===== src/rtl/reset_sequencer.sv =====
// Board reset sequencer: synchronises and debounces CPU_RESET_n, waits for IOPLL lock, then
// stretches reset before releasing the core. `define RESET_SEQ_EVENT_COUNT_EN builds the event counter.
module reset_sequencer #(
    parameter int SYNC_STAGES     = 2,
    parameter int DEBOUNCE_CYCLES = 1000000,
    parameter int STRETCH_CYCLES  = 1024
) (
    input  logic       clk_clk,
    input  logic       reset_reset,
    input  logic       cpu_reset_n_async,
    input  logic       pll_locked_async,
    output logic       sys_reset,
    output logic       sys_reset_n,
    output logic [1:0] seq_state,
    output logic [7:0] reset_count
);

    localparam int DB_W = $clog2(DEBOUNCE_CYCLES + 1);
    localparam int ST_W = (STRETCH_CYCLES > 1) ? $clog2(STRETCH_CYCLES) : 1;
    localparam logic [DB_W-1:0] DB_LAST = DB_W'(DEBOUNCE_CYCLES - 1);
    localparam logic [ST_W-1:0] ST_LAST = ST_W'(STRETCH_CYCLES - 1);

    typedef enum logic [1:0] {
        HOLD      = 2'd0,
        WAIT_LOCK = 2'd1,
        STRETCH   = 2'd2,
        RUN       = 2'd3
    } state_t;

    logic [SYNC_STAGES-1:0] btn_sync_q;
    logic [SYNC_STAGES-1:0] lock_sync_q;
    logic                   btn_sync;
    logic                   lock_sync;

    logic                   btn_stable_q, btn_stable_d;
    logic [DB_W-1:0]        db_cnt_q, db_cnt_d;
    state_t                 state_q, state_d;
    logic [ST_W-1:0]        st_cnt_q, st_cnt_d;
    logic                   sys_reset_q, sys_reset_d;

    assign btn_sync  = btn_sync_q[SYNC_STAGES-1];
    assign lock_sync = lock_sync_q[SYNC_STAGES-1];

    // NOTE: every sequential register is updated with <= so all flops sample the pre-edge values.
    always_ff @(posedge clk_clk) begin
        if (reset_reset) begin
            btn_sync_q  <= '0;
            lock_sync_q <= '0;
        end else begin
            btn_sync_q  <= {btn_sync_q[SYNC_STAGES-2:0], cpu_reset_n_async};
            lock_sync_q <= {lock_sync_q[SYNC_STAGES-2:0], pll_locked_async};
        end
    end

    // Accept a button change only after it has persisted for DEBOUNCE_CYCLES consecutive cycles.
    // NOTE: each always_comb assigns defaults first so no path leaves an output unassigned (no latch).
    always_comb begin
        btn_stable_d = btn_stable_q;
        db_cnt_d     = '0;
        if (btn_sync != btn_stable_q) begin
            if (db_cnt_q == DB_LAST) begin
                btn_stable_d = ~btn_stable_q;
            end else begin
                db_cnt_d = db_cnt_q + 1'b1;
            end
        end
    end

    always_ff @(posedge clk_clk) begin
        if (reset_reset) begin
            btn_stable_q <= 1'b0;
            db_cnt_q     <= '0;
            state_q      <= HOLD;
            st_cnt_q     <= '0;
            sys_reset_q  <= 1'b1;
        end else begin
            btn_stable_q <= btn_stable_d;
            db_cnt_q     <= db_cnt_d;
            state_q      <= state_d;
            st_cnt_q     <= st_cnt_d;
            sys_reset_q  <= sys_reset_d;
        end
    end

    always_comb begin
        state_d = state_q;
        case (state_q)
            HOLD:      if (btn_stable_q) state_d = WAIT_LOCK;
            WAIT_LOCK: if (lock_sync) state_d = STRETCH;
            STRETCH: begin
                if (!lock_sync)             state_d = WAIT_LOCK;
                else if (st_cnt_q == ST_LAST) state_d = RUN;
            end
            RUN:       if (!lock_sync) state_d = WAIT_LOCK;
            default:   state_d = HOLD;
        endcase
        // A released-then-pressed button outranks everything, including lock loss.
        if (!btn_stable_q) state_d = HOLD;
    end

    always_comb begin
        st_cnt_d    = st_cnt_q;
        if (state_q == WAIT_LOCK) begin
            st_cnt_d = '0;
        end else if (state_q == STRETCH && state_d == STRETCH) begin
            st_cnt_d = st_cnt_q + 1'b1;
        end
        sys_reset_d = (state_d != RUN);
    end

    assign sys_reset   = sys_reset_q;
    assign sys_reset_n = ~sys_reset_q;
    assign seq_state   = state_q;

`ifdef RESET_SEQ_EVENT_COUNT_EN
    logic [7:0] evt_cnt_q, evt_cnt_d;

    // Counts RUN -> HOLD exits caused by the debounced button, saturating at 255.
    always_comb begin
        evt_cnt_d = evt_cnt_q;
        if (state_q == RUN && !btn_stable_q && evt_cnt_q != 8'hFF) begin
            evt_cnt_d = evt_cnt_q + 8'd1;
        end
    end

    always_ff @(posedge clk_clk) begin
        if (reset_reset) begin
            evt_cnt_q <= '0;
        end else begin
            evt_cnt_q <= evt_cnt_d;
        end
    end

    assign reset_count = evt_cnt_q;
`else
    assign reset_count = 8'd0;
`endif

endmodule


===== config.mk =====
export PLATFORM = sky130hd
export DESIGN_NAME = reset_sequencer
export DESIGN_NICKNAME = d
export VERILOG_FILES = /design/src/rtl/reset_sequencer.sv
export SDC_FILE = /design/constraint.sdc
export NUM_CORES = 1
export LEC_CHECK = 0
export CAP_MARGIN = 20
export CELL_PAD_IN_SITES_DETAIL_PLACEMENT = 0
export CELL_PAD_IN_SITES_GLOBAL_PLACEMENT = 2
export CORE_UTILIZATION = 31
export CTS_BUF_LIST = sky130_fd_sc_hd__clkbuf_4 sky130_fd_sc_hd__clkbuf_8 sky130_fd_sc_hd__clkbuf_16
export CTS_CLUSTER_SIZE = 8
export DETAILED_ROUTE_END_ITERATION = 12
export PLACE_DENSITY = 0.72
export RECOVER_POWER = 50
export SLEW_MARGIN = 20
export SYNTH_ARGS = -nofsm -noshare
export SYNTH_HDL_FRONTEND = slang
export SYNTH_SLANG_ARGS = --single-unit

===== constraint.sdc =====
create_clock -name clk_clk -period 1.78 [get_ports clk_clk]
set_input_delay 0.356 -clock clk_clk [delete_from_list [all_inputs] [get_ports clk_clk]]
set_output_delay 0.356 -clock clk_clk [all_outputs]
set_load 0.01 [all_outputs]

==> results of run 1 <==
cells by family (layout without fill, tap and decap cells):
family / count (synthesis) / in the layout / share of synthesized area [%]
other cells: 1 / 8 / 0.215
simple gates: 82 / 82 / 27.0
fa+ha+maj: 2 / 2 / 1.43
xor+xnor: 12 / 12 / 6.02
flops: 38 / 38 / 43.6
buf+inv: 22 / 45 / 8.02
compound gates: 40 / 40 / 13.8
worst min-delay path by stage:
stage	slack (ns)	start	cells past startpoint	end
after global routing	0.47	lock_sync_q[0]	1	lock_sync_q[1]
final	0.44	btn_sync_q[0]	1	btn_sync_q[1]
after floorplan	0.41	db_cnt_q[0]	1	db_cnt_q[0]
after global placement	0.42	lock_sync_q[0]	1	lock_sync_q[1]
after CTS	0.45	btn_sync_q[0]	1	btn_sync_q[1]
after detailed placement	0.43	btn_sync_q[0]	1	btn_sync_q[1]
per-layer routing:
layer,wire length [um],part of all wire [%]
met5,0,0
met1,1550,44
met4,70,2.0
met3,73,2.1
met2,1820,52
registers in the layout, indices dropped and copies added, names as in the netlist:
signal        flops
btn_stable_q      1
btn_sync_q        2
db_cnt_q         20
lock_sync_q       2
seq_state         2
st_cnt_q         10
sys_reset         1
worst register-to-register path, delay by kind of cell (launching register included):
family	cells	cell delay, ns
simple gates	2	1.06
flops	1	0.32
compound gates	2	0.21
buf+inv	1	0.17
repair_timing:
item	in CTS	in global routing
buffers inserted	0	0
cloned	0	0
endpoints found under the setup margin	21	21
pin swaps	0	2
hold endpoints to repair	0	0
gates resized for setup	0	1
cells in the mapped netlist (all sizes together) (2+ instances only):
library cell	n	area, sq um
a21oi	17	85.1
and2	3	18.8
and4	2	17.5
buf	13	106
dfxtp	38	761
ha	2	25.0
inv	8	30.0
nand2	8	30.0
nand3	10	50.1
nand4	8	50.1
nor2	17	66.3
nor2b	5	31.3
nor3	4	20.0
o21a	2	15.0
o21ai	11	58.8
o31ai	5	37.5
or2	2	12.5
or3	9	57.6
or4	7	56.3
xnor2	4	35.0
xor2	8	70.1
power by group:
| group | switching (mW) | internal (mW) |
|---|---|---|
| combinational | 0.0217 | 0.0133 |
| sequential | 0.00232 | 0.854 |
| clock | 0.301 | 0.412 |
| total | 0.325 | 1.28 |
cell type report:
cell class	instances	area (sq um)
Fill cell	564	3160
Multi-Input combinational cell	144	880
Sequential cell	38	763
Timing Repair Buffer	29	236
Tap cell	70	87.6
Clock buffer	5	68.8
Clock inverter	3	40.0
Inverter	8	30.0
==> run summary, run 1 <==
Period utilization: 106%
Hold buffers post-CTS: 0
Total power: 1.60 mW
Ys flop type: dfxtp_1
GRT overflow: 0
Final Util: 40.0%
Clk slew on worst S/H paths: 0.08 ns
Site Rows: 26
Critical Path Max Stage Delay: 0.55 ns
CTS tree: yes
Worst r2r path cells: 5
Total Routing Usage GR: 12.7%
Largest net degree at the start of global routing: 21
Hold_ws: 0.444 ns
Most frequent cells in the layout: dfxtp_1 (36), buf_4 (18), a21oi_1 (17), nor2_1 (16)
Cell depth of the worst setup path: 5
Setup TNS: -1.79 ns
Via density: 4.81
Met2 Use GR: 23.1%
Met1 Use GR: 13.5%
WP data required: 1.94 ns
Synth async-reset ratio: 0%
H-tree levels: 2
Worst-path maximum fanout: 20
Met3 Usage GRT: 3.57%
Cells after synthesis: 197
Height of the die: 77.1 um
Register area share after synthesis: 43.6%
Reg2reg start: db_cnt_q[8]
Fin crit period: 1.88 ns
Routed wire length: 3520 um
CP max-delay cell: or4_4
Residual DRC: 0
Crit start category: flop
Synth unique cells: 41
Crit path max-delay family: simple AND/OR/NAND/NOR gates
Setup slack on the worst flop-to-flop path: -0.1 ns
Cells after DPL: 289
Crit. End Element: flop
# nets final: 232
First element of the critical path: db_cnt_q[8]
Max VDD drop: 0.000367 V
Area growth, synth to finish: 20.6%
IO buf count: 7
EDFF count, synth: 0
Final RePlAce weighted congestion: 0.771
Initial antenna violation count: 0
RSZ-0062 raised after global routing: true
Max Cap Viol: 0
CTS Buffer Depth: 2
Layout cell share with drive strength beyond 1: 15.9%
Finish-stage setup viols: 21
Die width: 77.1 um
Avg Cell Area, Syn: 8.87 sq um
Number of global-route vias before repair: 1,367
Worst Setup EP: db_cnt_q[18]
Synthesis-stage register bit count: 38
Failing checks: setup timing
Worst-Skew Late Latency: 0.29 ns
Max Fclk: 532 MHz
CP arrival: 2.04 ns
DP Area: 2010 sq um
Root Driver: clkbuf_8
Pre-antenna DRT Iters: 4
Worst reg2reg endpoint: db_cnt_q[18]
Core ar.: 5270 sq um
Post-DP HPWL: 2690 um
IO Count: 16
Clock sink count: 38
Leakage: 0.733 nW
Fin cells: 297
Crit Path Category: flop to flop
Pre-CTS setup slack: -0.0957 ns
DR WL/cell: 11.8 um
Design area: 2110 sq um
Max-slew violations: 0
Cell Area, Synth: 1750 sq um
Final Hold Viols: 0
Via count: 1,429
Starting Density: 33.1%
Hold Crit Class: flop to flop
Clock skew: 0.00748 ns
Crit path buf inv count: 1
Status: complete, but fails checks
Initial DRC count: 47
Die area: 5940 sq um
Setup WS post-layout: -0.0991 ns
CP cell instances: or4_1 > or4_4 > o21ai_4 > buf_12 > a21oi_1
GRT busiest layer: met2
Detail Route Antenna Nets: 0
Commonest non-fill, non-tap cell in the layout: dfxtp_1
Pwr dens: 762 nW/um^2
CTS Buf Count: 5
First-pass GRT wire length: 5910 um
Diodes inserted: 0
Yosys warns: 0
Note: power is estimated with default switching activity, not from simulation.
==> run 2: changes to the inputs <==
--- a/config.mk
+++ b/config.mk
@@ -12,7 +12,7 @@
 export CTS_BUF_LIST = sky130_fd_sc_hd__clkbuf_4 sky130_fd_sc_hd__clkbuf_8 sky130_fd_sc_hd__clkbuf_16
 export CTS_CLUSTER_SIZE = 8
 export DETAILED_ROUTE_END_ITERATION = 12
-export PLACE_DENSITY = 0.72
+export PLACE_DENSITY_LB_ADDON = 0.1
 export RECOVER_POWER = 50
 export SLEW_MARGIN = 20
 export SYNTH_ARGS = -nofsm -noshare
==> run 2 against run 1 <==
  * The flow still finishes with violations (setup timing)
  * Setup slack worse by 0.0049 ns
  * Cell area is 0.42% higher
  * Final cell count stayed put
  * Sequential share of layout area is 0.091 points lower
  * Sequential power hardly changed
==> run summary, run 2 (synthesis results as in run 1) <==
Period utilization: 106%
Setup WS post-layout: -0.104 ns
Final Hold Viols: 0
CTS tree: yes
Worst hold path startpoint: db_cnt_q[0]
Starting Density: 33.1%
Hold Crit Class: flop to flop
Largest net degree at the start of global routing: 21
Area growth, synth to finish: 21.1%
IO buf count: 7
First-pass GRT wire length: 6110 um
DP Area: 2010 sq um
Max reg flops: 20
Layout cell share with drive strength beyond 1: 17.2%
RSZ-0062 raised after global routing: true
Clock sink count: 38
Design area: 2110 sq um
Final Util: 40.1%
Worst r2r path cells: 5
Crit start category: flop
Clk slew on worst S/H paths: 0.07 ns
Final RePlAce weighted congestion: 0.741
Worst reg2reg endpoint: db_cnt_q[8]
FF/Latch Area: 764 sq um
Leakage: 0.736 nW
Filler Cell Count: 570
Height of the die: 77.1 um
CP cell instances: or4_4 > or4_4 > o21ai_4 > buf_12 > nor2_1
Site Rows: 26
Hold buffers post-CTS: 0
CP arrival: 2.06 ns
Pre-CTS setup slack: -0.100 ns
Crit Path Category: flop to flop
Routed wire length: 3440 um
Pre-antenna DRT Iters: 4
Worst-Skew Late Latency: 0.29 ns
GRT overflow: 0
Reg2reg start: db_cnt_q[8]
# nets final: 232
Detail Route Antenna Nets: 0
Max Cap Viol: 0
Pwr dens: 761 nW/um^2
Total power: 1.61 mW
Residual DRC: 0
CP max-delay cell: or4_4
Failing checks: setup timing
Via count: 1,448
Fin cells: 297
Initial DRC count: 79
Root Driver: clkbuf_8
CTS Buf Count: 5
Number of global-route vias before repair: 1,349
Total Routing Usage GR: 13.0%
IO Count: 16
Critical Path Max Stage Delay: 0.55 ns
Die width: 77.1 um
Diodes inserted: 0
Max-slew violations: 0
Hold_ws: 0.443 ns
H-tree levels: 2
Initial antenna violation count: 0
Setup slack on the worst flop-to-flop path: -0.10 ns
DR WL/cell: 11.6 um
Cells after DPL: 289
Status: complete, but fails checks
Via density: 4.88
Max VDD drop: 0.000411 V
Die area: 5940 sq um
Hold Path Depth: 1
Fin crit period: 1.88 ns
Biggest regs: db_cnt_q (20), st_cnt_q (10)
Cell mode on critical path: or4_4
Post-DP HPWL: 2540 um
Core ar.: 5270 sq um
Setup TNS: -1.93 ns
Worst-path maximum fanout: 20
Commonest non-fill, non-tap cell in the layout: dfxtp_1
Most frequent cells in the layout: dfxtp_1 (35), buf_4 (19), a21oi_1 (17), nor2_1 (16)
WP data required: 1.96 ns
Clock skew: 0.00722 ns
Multi-input gate area: 883 sq um
Crit. End Element: flop
Post-CTS repair timing setup buffer count: 0
Finish-stage setup viols: 21
CTS Buffer Depth: 2
Reg with most FFs: db_cnt_q
Worst Hold End: db_cnt_q[0]
Max Fclk: 531 MHz
run 2: cell count changes in the layout (fill, tap and decap cells not counted):
cell / delta
buf_4: +1
dfxtp_2: +1
clkbuf_1: -1
or4_4: +1
or4_1: -1
dfxtp_1: -1
run 2: area by class of cell:
cell class | count | share of cell area, %
clock buffers | 5 | 3.25
inverters | 8 | 1.42
well taps | 70 | 4.14
repair buffers | 29 | 11.4
clock inverters | 3 | 1.89
flip-flops and latches | 38 | 36.2
multi-input cells | 144 | 41.8
run 2: worst max path at each step:
stage / startpoint / to / depth (start not counted)
global route: db_cnt_q[8] / db_cnt_q[17] / 5
global placement: db_cnt_q[13] / db_cnt_q[18] / 5
detailed placement: db_cnt_q[8] / db_cnt_q[17] / 5
floorplan: db_cnt_q[8] / db_cnt_q[19] / 5
CTS: db_cnt_q[8] / db_cnt_q[17] / 5
finish: db_cnt_q[8] / db_cnt_q[8] / 5
run 2: layer usage:
| layer | wire (um) | track usage [%] | vias to the layer above | share of wire (%) |
|---|---|---|---|---|
| met4 | 53 | 5.09 | 0 | 1.5 |
| met2 | 1530 | 19.9 | 18 | 44 |
| li1 | - | - | 743 | - |
| met3 | 90 | 4.29 | 4 | 2.6 |
| met5 | 0 | 0 | - | 0 |
| met1 | 1770 | 16.8 | 683 | 51 |
run 2: power breakdown:
part	leakage, nW	switching, mW	internal [mW]	total (mW)
Clock	0.0579	0.306	0.413	0.719
Sequential	0.308	0.00239	0.854	0.856
Combinational	0.370	0.0208	0.0133	0.0341
run 2: critical path, delay by kind of cell (launching register included):
family	cells	cell delay, ns
compound gates	1	0.16
buf+inv	1	0.17
flops	1	0.32
simple gates	3	1.12
run 2: what timing repair did:
item / CTS / global route
cloned: 0 / 0
endpoints found under the setup margin: 21 / 22
resized for setup: 0 / 4
pin swaps: 0 / 1
==> RTL change: new RTL, config.mk and constraints of run 1 <==
The parameter `DEBOUNCE_CYCLES` goes from 1000000 to 250000.
--- a/src/rtl/reset_sequencer.sv
+++ b/src/rtl/reset_sequencer.sv
@@ -2,7 +2,7 @@
 // stretches reset before releasing the core. `define RESET_SEQ_EVENT_COUNT_EN builds the event counter.
 module reset_sequencer #(
     parameter int SYNC_STAGES     = 2,
-    parameter int DEBOUNCE_CYCLES = 1000000,
+    parameter int DEBOUNCE_CYCLES = 250000,
     parameter int STRETCH_CYCLES  = 1024
 ) (
     input  logic       clk_clk,
Function: same outputs for any inputs over 10 cycles, from zero or initial values and one cycle with reset_reset high; that may be too few to reach the edited logic, so the function may still have changed.
==> RTL change against run 1 <==
  * Hold slack worse by 0.0087 ns
  * Non-clock buffer count is 16 lower
  * Wire length is 10% lower
  * Critical path type is now reg2out
  * Via count is 8.5% lower
  * Sequential cell count is 2 lower
  * Worst setup slack better by 0.21 ns
  * Area after synthesis is 3.5% lower
  * Combinational power hardly changed
  * Final area is 8.3% lower
  * Total power is 2.3% lower
  * Cell count is 8.4% lower
==> RTL change: results (changes against run 1) <==
placed_design:
  gp_congestion: 0.736  # -4.5%
  post-dp-hpwl_mm: 2.26  # -16%
  port_buffers: 7  # unchanged
  pre_cts_slack_ns: 0.153  # +0.249 ns
  placed_area_sq_mm: 0.00184  # -8.4%
pwr:
  ir_drop_uv: 462  # +26%
  intPower_mw: 1.24  # -3.3%
route:
  via_per_inst: 4.81  # -0.13%
  drtIter0Drc: 38  # -19%
  drt-wirelength-per-cell_um: 11.6  # -2.1%
final_layout:
  drive_gt1_frac: 0.0990  # -0.0596
  top_regs: "db_cnt_q: 18 flops, st_cnt_q: 10 flops"
  nets: 207  # -11%
  largest_register_ffs: 18  # -10%
synth:
  synth.distinct_cells: 38  # -7.3%
  synth_common_cells: "36 x dfxtp_1, 25 x nor2_1, 13 x xnor2_1"
  seq_area_frac_synth: 0.428  # -0.00791
  synth_warnings: 0  # unchanged
  yosys-top-cells-area: "dfxtp_1 43%, xnor2_1 6.8%, nor2_1 5.6%"
min_path:
  worstHoldEndpoint: "lock_sync_q[1]$_SDFF_PP0_"
global_route:
  grt_pass1_vias: 1295  # -5.3%
  grt_max_degree: 18  # -14%
  grt.total_usage: 0.133  # +0.00520
critical_path:
  timing.rr.start: "seq_state[1]$_SDFF_PP0_"
  path_max_fanout: 6  # -70%
  critical_path.max_stage_delay_ns: 0.62  # +0.07 ns
  r2r_end: "st_cnt_q[7]$_SDFFE_PP0P_"
  worstRegToRegCells: 4  # -1
  cp.arrival_ns: 1.31  # -0.73 ns
  critPathSlowestCell: "dlygate4sd3_1"
  cpLargestDelayFamily: "buffers and inverters"
sta:
  hold_slack_ns: 0.436  # -0.00873 ns
clock_network:
  cts.path.max_buffers: 2  # unchanged
outcome:
  status: "finished, final reports clean"
## RTL change: per-layer routing
layer  GRT usage  routed length, um  share of wire
met5           0                  0              0
met4      0.0617                 44          0.014
met3      0.0357                 97          0.031
met2       0.230               1520           0.48
met1       0.151               1490           0.47
## RTL change: stage by stage
stage	total power, mW	std cells	util
floorplan	0.868	194	-
global placement	0.867	264	0.355
detailed placement	0.868	264	0.355
CTS	1.59	272	0.377
global route	1.63	272	0.373
finish	1.57	272	0.373
## RTL change: layout make-up
cell class	count	area, sq um
Tap cell	70	87.6
Timing Repair Buffer	13	116
Inverter	5	18.8
Clock inverter	3	42.5
Multi-Input combinational cell	140	875
Fill cell	534	3240
Sequential cell	36	722
Clock buffer	5	68.8
## RTL change: how the worst max path moves through the flow
| stage | start | end | slack (ns) | depth (start not counted) |
|---|---|---|---|---|
| floorplan | db_cnt_q[0]$_SDFF_PP0_ | db_cnt_q[11]$_SDFF_PP0_ | 0.11 | 6 |
| finish | seq_state[0]$_SDFF_PP0_ | seq_state[0] | 0.11 | 1 |
| global placement | st_cnt_q[0]$_SDFFE_PP0P_ | st_cnt_q[8]$_SDFFE_PP0P_ | 0.19 | 5 |
| CTS | st_cnt_q[0]$_SDFFE_PP0P_ | st_cnt_q[8]$_SDFFE_PP0P_ | 0.13 | 5 |
| global route | st_cnt_q[1]$_SDFFE_PP0P_ | st_cnt_q[8]$_SDFFE_PP0P_ | 0.01 | 5 |
| detailed placement | st_cnt_q[0]$_SDFFE_PP0P_ | st_cnt_q[8]$_SDFFE_PP0P_ | 0.15 | 5 |
## RTL change: power by group through the flow
stage	logic, mW	clock network [mW]	registers (mW)
after floorplan	0.0370	0	0.831
after global placement	0.0365	0	0.831
after detailed placement	0.0369	0	0.831
after CTS	0.0369	0.744	0.812
after global routing	0.0394	0.781	0.813
final	0.0351	0.720	0.812
## RTL change: logic make-up (layout without fill, tap and decap cells)
family,count (synthesis),in the layout,synth area share
AND/OR/NAND/NOR,90,90,0.303
flip-flops,36,36,0.428
AO/OA/AOI/OAI,21,21,0.0891
XOR/XNOR,18,18,0.0935
buffers and inverters,18,26,0.0638
adder cells (fa/ha/maj),2,2,0.0148
other,1,8,0.00223
multiplexers,1,1,0.00594
## RTL change: what timing repair did
| item | CTS | global route |
|---|---|---|
| gates resized for setup | 0 | 1 |
| setup endpoints to repair | 0 | 1 |
| hold endpoints to repair | 0 | 0 |
| hold buffers | 0 | 0 |
